[src/rtl/hazard_unit_if.sv]
// rtl/hazard_unit_if.sv - pipeline-to-hazard-unit signal bundle.
// master = pipeline datapath side, slave = hazard_unit side.
interface hazard_unit_if;
  logic [31:0] InstrD;
  logic [4:0]  Rs1E;
  logic [4:0]  Rs2E;
  logic [4:0]  RdE;
  logic [1:0]  ResultSrcE;
  logic        PCSrcE;
  logic [4:0]  RdM;
  logic        RegWriteM;
  logic [4:0]  RdW;
  logic        RegWriteW;
  logic [1:0]  ForwardAE;
  logic [1:0]  ForwardBE;
  logic        StallF;
  logic        StallD;
  logic        FlushD;
  logic        FlushE;
  logic [1:0]  perf_sel;
  logic        perf_clr;
  logic [31:0] perf_data;

  modport master (
    output InstrD, Rs1E, Rs2E, RdE, ResultSrcE, PCSrcE,
    output RdM, RegWriteM, RdW, RegWriteW, perf_sel, perf_clr,
    input  ForwardAE, ForwardBE, StallF, StallD, FlushD, FlushE, perf_data
  );

  modport slave (
    input  InstrD, Rs1E, Rs2E, RdE, ResultSrcE, PCSrcE,
    input  RdM, RegWriteM, RdW, RegWriteW, perf_sel, perf_clr,
    output ForwardAE, ForwardBE, StallF, StallD, FlushD, FlushE, perf_data
  );
endinterface

[src/rtl/hazard_unit.sv]
// rtl/hazard_unit.sv - forwarding, load-use stall and branch flush control.
// Optional performance counters are built when HAZARD_PERF_CNT_EN is defined.
module hazard_unit (
  input  logic        clk,
  input  logic        reset,
  hazard_unit_if.slave hz
);

  typedef enum logic {ST_BOOT = 1'b0, ST_RUN = 1'b1} state_t;

  state_t      r_state;
  state_t      w_state_nxt;
  logic [4:0]  w_rs1d;
  logic [4:0]  w_rs2d;
  logic        w_lw_stall;
  logic        w_run;
  logic [1:0]  w_fwd_a;
  logic [1:0]  w_fwd_b;
  logic [31:0] w_perf_data;
  logic        w_unused;

  function automatic logic [1:0] fwd_sel(input logic [4:0] rs,
                                         input logic       wr_m, input logic [4:0] rd_m,
                                         input logic       wr_w, input logic [4:0] rd_w);
    if (wr_m && (rd_m != 5'd0) && (rd_m == rs))
      return 2'b10;
    else if (wr_w && (rd_w != 5'd0) && (rd_w == rs))
      return 2'b01;
    else
      return 2'b00;
  endfunction

  assign w_rs1d     = hz.InstrD[19:15];
  assign w_rs2d     = hz.InstrD[24:20];
  assign w_lw_stall = (hz.ResultSrcE == 2'b01) && (hz.RdE != 5'd0) &&
                      ((hz.RdE == w_rs1d) || (hz.RdE == w_rs2d));
  assign w_fwd_a    = fwd_sel(hz.Rs1E, hz.RegWriteM, hz.RdM, hz.RegWriteW, hz.RdW);
  assign w_fwd_b    = fwd_sel(hz.Rs2E, hz.RegWriteM, hz.RdM, hz.RegWriteW, hz.RdW);
  // Reset is folded in combinationally so a reset mid-stall releases the stall at once.
  assign w_run      = (r_state == ST_RUN) && !reset;

  always_ff @(posedge clk) begin
    if (reset)
      r_state <= ST_BOOT;
    else
      r_state <= w_state_nxt;
  end

  always_comb begin
    w_state_nxt  = r_state;
    hz.ForwardAE = 2'b00;
    hz.ForwardBE = 2'b00;
    hz.StallF    = 1'b0;
    hz.StallD    = 1'b0;
    hz.FlushD    = 1'b1;
    hz.FlushE    = 1'b1;
    case (r_state)
      ST_BOOT: w_state_nxt = ST_RUN;
      ST_RUN:  w_state_nxt = ST_RUN;
      default: w_state_nxt = ST_BOOT;
    endcase
    if (w_run) begin
      hz.ForwardAE = w_fwd_a;
      hz.ForwardBE = w_fwd_b;
      hz.StallF    = w_lw_stall;
      hz.StallD    = w_lw_stall;
      hz.FlushD    = hz.PCSrcE;
      hz.FlushE    = w_lw_stall | hz.PCSrcE;
    end
  end

`ifdef HAZARD_PERF_CNT_EN
  logic [31:0] r_cycles;
  logic [31:0] r_stalls;
  logic [31:0] r_flushes;

  function automatic logic [31:0] sat_inc(input logic [31:0] v);
    return (v == 32'hFFFF_FFFF) ? v : v + 32'd1;
  endfunction

  always_ff @(posedge clk) begin
    if (reset || hz.perf_clr) begin
      r_cycles  <= '0;
      r_stalls  <= '0;
      r_flushes <= '0;
    end else if (r_state == ST_RUN) begin
      r_cycles <= sat_inc(r_cycles);
      if (w_lw_stall)
        r_stalls <= sat_inc(r_stalls);
      if (hz.PCSrcE)
        r_flushes <= sat_inc(r_flushes);
    end
  end

  always_comb begin
    w_perf_data = '0;
    if (!reset) begin
      case (hz.perf_sel)
        2'b00:   w_perf_data = r_cycles;
        2'b01:   w_perf_data = r_stalls;
        2'b10:   w_perf_data = r_flushes;
        default: w_perf_data = '0;
      endcase
    end
  end

  assign w_unused = ^{hz.InstrD[31:25], hz.InstrD[14:0]};
`else
  assign w_perf_data = '0;
  assign w_unused    = ^{hz.InstrD[31:25], hz.InstrD[14:0], hz.perf_sel, hz.perf_clr};
`endif

  assign hz.perf_data = w_perf_data;

endmodule

[src/flat_wrapper.sv]
// flat-port wrapper written by rule: the top's interface ports become plain ports
module hazard_unit_flat 
  (clk, reset, hz_InstrD, hz_Rs1E, hz_Rs2E, hz_RdE, hz_ResultSrcE, hz_PCSrcE, hz_RdM, hz_RegWriteM, hz_RdW, hz_RegWriteW, hz_perf_sel, hz_perf_clr, hz_ForwardAE, hz_ForwardBE, hz_StallF, hz_StallD, hz_FlushD, hz_FlushE, hz_perf_data);
  hazard_unit_if hz_i ();
  input  logic clk;
  input  logic reset;
  input wire logic [$bits(hz_i.InstrD)-1:0] hz_InstrD;
  input wire logic [$bits(hz_i.Rs1E)-1:0] hz_Rs1E;
  input wire logic [$bits(hz_i.Rs2E)-1:0] hz_Rs2E;
  input wire logic [$bits(hz_i.RdE)-1:0] hz_RdE;
  input wire logic [$bits(hz_i.ResultSrcE)-1:0] hz_ResultSrcE;
  input wire logic [$bits(hz_i.PCSrcE)-1:0] hz_PCSrcE;
  input wire logic [$bits(hz_i.RdM)-1:0] hz_RdM;
  input wire logic [$bits(hz_i.RegWriteM)-1:0] hz_RegWriteM;
  input wire logic [$bits(hz_i.RdW)-1:0] hz_RdW;
  input wire logic [$bits(hz_i.RegWriteW)-1:0] hz_RegWriteW;
  input wire logic [$bits(hz_i.perf_sel)-1:0] hz_perf_sel;
  input wire logic [$bits(hz_i.perf_clr)-1:0] hz_perf_clr;
  output wire logic [$bits(hz_i.ForwardAE)-1:0] hz_ForwardAE;
  output wire logic [$bits(hz_i.ForwardBE)-1:0] hz_ForwardBE;
  output wire logic [$bits(hz_i.StallF)-1:0] hz_StallF;
  output wire logic [$bits(hz_i.StallD)-1:0] hz_StallD;
  output wire logic [$bits(hz_i.FlushD)-1:0] hz_FlushD;
  output wire logic [$bits(hz_i.FlushE)-1:0] hz_FlushE;
  output wire logic [$bits(hz_i.perf_data)-1:0] hz_perf_data;
  assign hz_i.InstrD = hz_InstrD;
  assign hz_i.Rs1E = hz_Rs1E;
  assign hz_i.Rs2E = hz_Rs2E;
  assign hz_i.RdE = hz_RdE;
  assign hz_i.ResultSrcE = hz_ResultSrcE;
  assign hz_i.PCSrcE = hz_PCSrcE;
  assign hz_i.RdM = hz_RdM;
  assign hz_i.RegWriteM = hz_RegWriteM;
  assign hz_i.RdW = hz_RdW;
  assign hz_i.RegWriteW = hz_RegWriteW;
  assign hz_i.perf_sel = hz_perf_sel;
  assign hz_i.perf_clr = hz_perf_clr;
  assign hz_ForwardAE = hz_i.ForwardAE;
  assign hz_ForwardBE = hz_i.ForwardBE;
  assign hz_StallF = hz_i.StallF;
  assign hz_StallD = hz_i.StallD;
  assign hz_FlushD = hz_i.FlushD;
  assign hz_FlushE = hz_i.FlushE;
  assign hz_perf_data = hz_i.perf_data;
  hazard_unit u_core (.clk(clk), .reset(reset), .hz(hz_i));
endmodule
[config.mk]
export PLATFORM = sky130hd
export DESIGN_NAME = hazard_unit_flat
export DESIGN_NICKNAME = d
export VERILOG_FILES = /design/src/rtl/hazard_unit_if.sv /design/src/rtl/hazard_unit.sv /design/src/flat_wrapper.sv
export SDC_FILE = /design/constraint.sdc
export NUM_CORES = 1
export LEC_CHECK = 0
export ABC_AREA = 1
export BUFFER_PORTS_ARGS = -buffer_cell sky130_fd_sc_hd__buf_2
export CAP_MARGIN = 20
export CORE_MARGIN = 2
export CORE_UTILIZATION = 25
export CTS_CLUSTER_DIAMETER = 150
export DETAILED_ROUTE_END_ITERATION = 10
export PLACE_DENSITY = 0.64
export SETUP_SLACK_MARGIN = 0.05
export SLEW_MARGIN = 20
export SYNTH_ARGS = -nofsm -noshare
export SYNTH_HDL_FRONTEND = slang
export SYNTH_SLANG_ARGS = --single-unit
[constraint.sdc]
create_clock -name clk -period 0.9 [get_ports clk]
set_input_delay 0.045 -clock clk [delete_from_list [all_inputs] [get_ports clk]]
set_output_delay 0.045 -clock clk [all_outputs]
set_load 0.02 [all_outputs]
* After elaboration in Yosys (flattened, before gate mapping)
Index checks and enable logic that the tools add are counted.
** Word-level totals
- Input port bits :: 67
- Word-level logic and storage cells :: 33
- Register bits after elaboration :: 1
** Cells by class
- Bitwise logic cells :: 1
- Multiplexer cells :: 10
- Equal/unequal tests :: 7
- Reductions and logical operators :: 14
** Operator list (number)
- $eq 5x5->1 :: 6
- $reduce_bool 5->1 :: 3
- $logic_and 1x1->1 :: 9
- $mux 2 :: 4
- $mux 1 :: 6
- $eq 2x1->1 const B :: 1
- $logic_not 1->1 :: 1
- $logic_or 1x1->1 :: 1
- $or 1x1->1 :: 1

* Logic depth before layout (Yosys ltp)
Gate-level depths: netlist of run 1.
- Word-level depth :: 6
- Depth in mapped cells :: 9
- Mapped depth without buffers :: 8

* Worst setup path after synthesis of run 1
OpenSTA, ideal clock, no wires.
- Path kind :: reg-to-output
- Start :: register u_core.r_state
- End :: output hz_ForwardAE[0]
- Path buffers :: 0
- Stages on the path, launching flop included :: 7
- Data arrival time :: 969 ps
- Data required time :: 855 ps
- Setup slack :: -114 ps
- Path through :: dfxtp_1 nand2_2 a21oi_1 nand2_1 nor2_1 nand3_1 nor2_1
** On the way
- Cells in the longest elaborated chain, start to end :: 2
** Ends and longest elaborated chain
- start: declaration :: line hazard_unit.sv:11 : state_t r_state;
- start signal: assignment :: line hazard_unit.sv:46 : r_state <= w_state_nxt;
- $logic_and 1x1->1 :: line hazard_unit.sv:40 : assign w_run = (r_state == ST_RUN) && !reset;
- $mux 2 :: line hazard_unit.sv:62 : if (w_run) begin
- end: declaration :: line flat_wrapper.sv:19 : output wire logic [$bits(hz_i.ForwardAE)-1:0] hz_ForwardAE;
Every way passes these cells.

* Worst setup path after layout of run 1
Same ends and word-level chain as after synthesis.

==> flow_summary_export.csv, run 1 <==
group,metric,value,unit
run_status,outcome,"finished, violations left",
run_status,violations,"setup timing",
setup_path,setup.worst_path.start_class,"register",
floorplan,io-pin-count,107,
power_and_ir_drop,p_total,0.6941,mW
final_layout,antenna_cells,0,
placed_design,io_buffers,49,
placed_design,pre_cts_ws,-0.1567,ns
min_path,whs_path_depth,2,
floorplan,initial_core_util,25.79,%
final_layout,final_common_cell,"conb_1",
power_and_ir_drop,peakVddDrop,200.0,uV
setup_path,cp.required,0.85,ns
setup_path,path_cells,"nand2_4, a21oi_2, nand2_1, nor2_1, nand3_1, nor2_4, buf_6",
clocking,holdBufCountCts,0,
setup_path,cp_max_fo,3,
min_path,worst_hold_startpoint,"reset",
route,viasPerCell,3.809,
final_layout,fillers,346,
synthesis,ys_ff_latch,1,
final_layout,nets,280,
final_layout,fin_cells,257,
floorplan,die_x,62.21,um
synthesis,yosys_warnings,0,
setup_path,arrival,0.97,ns
power_and_ir_drop,leakage,0.8211,nW
placed_design,post_dp_cell_area,1086,um2
timing,hold_viol_final,0,
placed_design,place_inst,256,
timing,rsz0062_at_grt,"yes",
global_routing,grt_antenna_before_repair,0,
setup_path,cp_slowest_cell,"dfxtp_2",
global_routing,grt_overflow,0,
final_layout,largest-register,"u_core.r_state",
timing,maxSlewViolCount,0,
route,drc,0,
route,ant_nets,0,
final_layout,area_delta_synth_final,71.64,%
route,drt_wl_total,2.316,mm
synthesis,synth-seq-area-share,2.363,%
final_layout,layout-drive-gt1-share,45.97,%
synthesis,synth_top_area_cell,"buf_4",
floorplan,core.rowCount,21,
timing,setup_violations,8,
floorplan,core_area,3284,um2
final_layout,final_cell_mix,"32 x conb_1, 31 x nand2_1, 21 x buf_6, 21 x buf_2, 16 x inv_1",
placed_design,hpwl,1.748,mm
route,drtIter0Drc,20,
setup_path,path_delay_family,"simple AND/OR/NAND/NOR gates",
global_routing,grt_use_total,11.37,%
route,vias,979,
clocking,path_clk_slew,0,ns
synthesis,syn_area,847.1,um2
synthesis,synthTopCellsByArea,"buf_4 29%, nand2_1 16%, xnor2_1 13%",
route,wl_per_cell,9.012,um
placed_design,gp_congestion,0.7498,
setup_path,critical_path_class,"register to output pin",
synthesis,synth_top_area_share,29.25,%
global_routing,grt_pass1_vias,886,
final_layout,top_regs,"u_core.r_state (1)",
job,cap_violations,0,
timing,max_freq,986.6,MHz
timing,min_period_over_period,112.6,%
timing,final.min_clock_period,1.014,ns
global_routing,grt_max_degree,6,
final_layout,largest_reg_flops,1,
final_layout,final_area,1454,um2
timing,layout_setup_ws,-0.1136,ns
synthesis,ys_types,17,
min_path,hp-class,"input port to register",
route,first_pass_iters,4,
global_routing,grt_pass1_wl,3.774,mm
min_path,min_to,"u_core.r_state$_DFF_P_",
timing,fin_hold_ws,0.2296,ns
setup_path,path_buf_inv,1,
synthesis,syn_avg_cell_area,5.430,um2
setup_path,crit_path_max_incr_delay,0.31,ns
floorplan,die-area,3870,um2
power_and_ir_drop,power.density,477.4,nW/um2
floorplan,die-height,62.21,um
setup_path,end_kind,"output pin",
synthesis,syn_inst,156,
==> cells in the mapped netlist, drive strengths merged <==
master / count
conb: 1
nor3: 2
inv: 24
nand3b: 2
nor2: 22
xnor2: 13
nand3: 6
o21ai: 7
dfxtp: 1
and2: 2
nand4: 2
a21oi: 2
nand2: 39
buf: 33
==> power by group <==
| group | switching (mW) | leakage [nW] | internal, mW |
|---|---|---|---|
| logic | 0.348 | 0.813 | 0.296 |
| registers | 0.00169 | 0.00844 | 0.0482 |
| clock network | 0 | 0 | 0 |
==> routing by layer <==
metal / GRT usage [%] / part of all wire [%] / vias up
met3: 0.7246 / 7.2 / 2
li1: - / - / 512
met4: 0 / 1.3 / 0
met5: 0 / 0 / -
met2: 23.78 / 57 / 48
met1: 13.20 / 34 / 417
==> worst max path at each step <==
stage / endpoint / startpoint / depth (start not counted) / slack [ns]
after detailed placement: hz_ForwardBE[0] / u_core.r_state$_DFF_P_ / 7 / -0.16
after global routing: hz_ForwardAE[0] / u_core.r_state$_DFF_P_ / 7 / -0.20
after floorplan: hz_ForwardBE[0] / u_core.r_state$_DFF_P_ / 6 / -0.02
after CTS: hz_ForwardBE[0] / u_core.r_state$_DFF_P_ / 7 / -0.11
final: hz_ForwardAE[0] / u_core.r_state$_DFF_P_ / 7 / -0.11
after global placement: hz_ForwardAE[0] / u_core.r_state$_DFF_P_ / 7 / -0.13
==> per-stage QoR <==
step           setup TNS [ns]  utilization, %
2_1_floorplan        -0.04338               -
6_report              -0.4046           44.27
3_5_place_dp          -0.5548           33.07
3_3_place_gp          -0.4933           33.07
5_1_grt               -0.9549           44.27
4_1_cts               -0.3836           39.66
==> cells by family (layout without fill, tap and decap cells) <==
group	count (synthesis)	after routing	share of synthesized area, %
and+or+nand+nor	75	75	38.55
buffers and inverters	57	81	39.88
DFF	1	1	2.363
xor gates and xnor gates	13	13	13.44
other	1	32	0.4427
AOI/OAI and AO/OA	9	9	5.317
==> timing repair <==
item,in CTS,in global routing
setup endpoints to repair,8,8
pin swaps,31,35
buffers inserted,0,1
resized for setup,59,37
==> cell type report <==
cell class              instances  area [um2]  share of cell area, %
inverters                      24       95.09                  6.540
multi-input cells             129       760.7                  52.32
flip-flops and latches          1       21.27                  1.463
well taps                      46       57.56                  3.959
repair buffers                 57       519.2                  35.71
Note: power is estimated with default switching activity, not from simulation.
==> inputs of run 2 (changes only) <==
==> constraint.sdc (replaced) <==
create_clock -name clk -period 0.9 [get_ports clk]
set_input_delay 0.09 -clock clk [delete_from_list [all_inputs] [get_ports clk]]
set_output_delay 0.09 -clock clk [all_outputs]
set_load 0.02 [all_outputs]
==> run 2 against run 1 <==
Effect of this change:
- the run still ends with setup timing left
- core utilization is 0.69 points higher
- maximum frequency is 5.2% lower
- critical path depth stayed put
- global-route usage is 0.54 points lower
- flip-flop and latch count stayed put
- routed wire length is 2.6% lower
- combinational power is 2% higher
- worst setup slack worse by 0.056 ns
- sequential power hardly changed
- via count is 1.8% lower
- first-iteration DRC count is 30% higher
- die area stayed put
- highest routed layer unchanged
==> flow_summary_export.csv, run 2 (synthesized netlist as in run 1, its figures left out) <==
group,metric,value,unit
run_status,outcome,"finished, violations left",
run_status,violations,"setup timing",
route,met2WireLength,1.185,mm
global_routing,grt_max_degree,6,
setup_path,path_cells,"buf_6, xnor2_2, nand3_2, nor3_2, buf_4, nor2_4, buf_6",
global_routing,grt_pass1_wl,3.663,mm
placed_design,post_dp_cell_area,1104,um2
placed_design,pre_cts_ws,-0.2127,ns
route,first_pass_iters,4,
route,ant_nets,0,
final_layout,largest_reg_flops,1,
job,cap_violations,0,
placed_design,io_buffers,49,
setup_path,cp_max_fo,3,
placed_design,hpwl,1.733,mm
timing,setup_violations,7,
final_layout,top_regs,"u_core.r_state (1)",
route,drc,0,
power_and_ir_drop,peakVddDrop,147.8,uV
setup_path,crit_path_max_incr_delay,0.20,ns
setup_path,arrival,0.98,ns
timing,rsz0062_at_grt,"yes",
global_routing,grt_pass1_vias,902,
floorplan,io-pin-count,107,
floorplan,core_area,3284,um2
setup_path,cp_slowest_cell,"nor3_2",
timing,maxSlewViolCount,0,
final_layout,layout-drive-gt1-share,52.13,%
route,drtIter0Drc,26,
final_layout,nets,280,
final_layout,antenna_cells,0,
route,top_layer,"met4",
placed_design,gp_congestion,0.8653,
timing,min_period_over_period,118.8,%
floorplan,die_x,62.21,um
final_layout,final_area,1476,um2
floorplan,core.rowCount,21,
clocking,path_clk_slew,0,ns
route,drt_wl_total,2.255,mm
route,viasPerCell,3.739,
route,drt-met1-wl,843,um
power_and_ir_drop,power.density,476.7,nW/um2
final_layout,fillers,345,
global_routing,grt_overflow,0,
route,wl_per_cell,8.774,um
setup_path,setup.worst_path.start_class,"input port",
setup_path,end_kind,"output pin",
floorplan,initial_core_util,25.79,%
timing,hold_viol_final,0,
global_routing,grt_use_total,10.84,%
floorplan,die-height,62.21,um
power_and_ir_drop,leakage,0.8026,nW
power_and_ir_drop,p_total,0.7037,mW
final_layout,final_common_cell,"conb_1",
floorplan,die-area,3870,um2
final_layout,area_delta_synth_final,74.30,%
global_routing,grt_antenna_before_repair,0,
min_path,hp-class,"input port to register",
timing,max_freq,935.1,MHz
route,vias,961,
setup_path,critPathMostFrequentCell,"buf_6",
timing,layout_setup_ws,-0.1694,ns
setup_path,cp.required,0.81,ns
route,wl_met3,199,um
final_layout,final_cell_mix,"32 x conb_1, 24 x buf_6, 23 x nand2_1, 22 x buf_2, 14 x nand2_2",
timing,final.min_clock_period,1.069,ns
final_layout,largest-register,"u_core.r_state",
setup_path,critical_path_class,"input port to output pin",
==> run 2: cell counts in the layout (fill, tap and decap cells not counted) <==
No cell type changed its count.
==> run 2: through the flow <==
| step | instances | util (%) | setup TNS, ns | hold WS [ns] |
|---|---|---|---|---|
| final | 257 | 44.95 | -0.7408 | 0.2657 |
| after global routing | 257 | 44.95 | -1.236 | 0.2736 |
| after CTS | 256 | 37.98 | -0.7493 | 0.2670 |
| after detailed placement | 255 | 33.60 | -1.198 | 0.2641 |
| after global placement | 255 | 33.60 | -1.164 | 0.2626 |
| after floorplan | 187 | - | -0.1486 | 0.1625 |
==> run 2: timing repair <==
action / CTS / global route
resized for setup: 39 / 59
endpoints found under the setup margin: 8 / 8
setup buffers: 1 / 2
cloned: 0 / 0
hold buffers: 0 / 0
pin swaps: 20 / 29
==> run 2: power by group <==
part / switching, mW / total [mW] / internal (mW)
clock: 0 / 0 / 0
sequential: 0.00170 / 0.0499 / 0.0482
combinational: 0.357 / 0.654 / 0.297
==> run 2: final timing paths <==
kind      start                endpoint  slack (ns)  cells past startpoint
min       reset  u_core.r_state$_DFF_P_        0.27                      2
max   hz_RdM[4]         hz_ForwardBE[0]       -0.17                      7
==> run 2: critical path, delay by kind of cell <==
kind	cells	cell delay, ns
and+or+nand+nor	3	0.34
buffers and inverters	3	0.38
xor gates and xnor gates	1	0.17
==> run 2: metal layers <==
layer / vias to the layer above / GRT usage, %
met5: - / 0
met4: 0 / 1.111
met3: 2 / 1.630
met2: 47 / 20.65
met1: 395 / 13.19
li1: 517 / -
==> run 2: layout make-up <==
cell class	instances	area, um2	share of cell area, %
multi-input combinational	129	792.0	53.64
timing repair buffer	57	510.5	34.58
inverter	24	95.09	6.441
tap	46	57.56	3.898
sequential	1	21.27	1.441
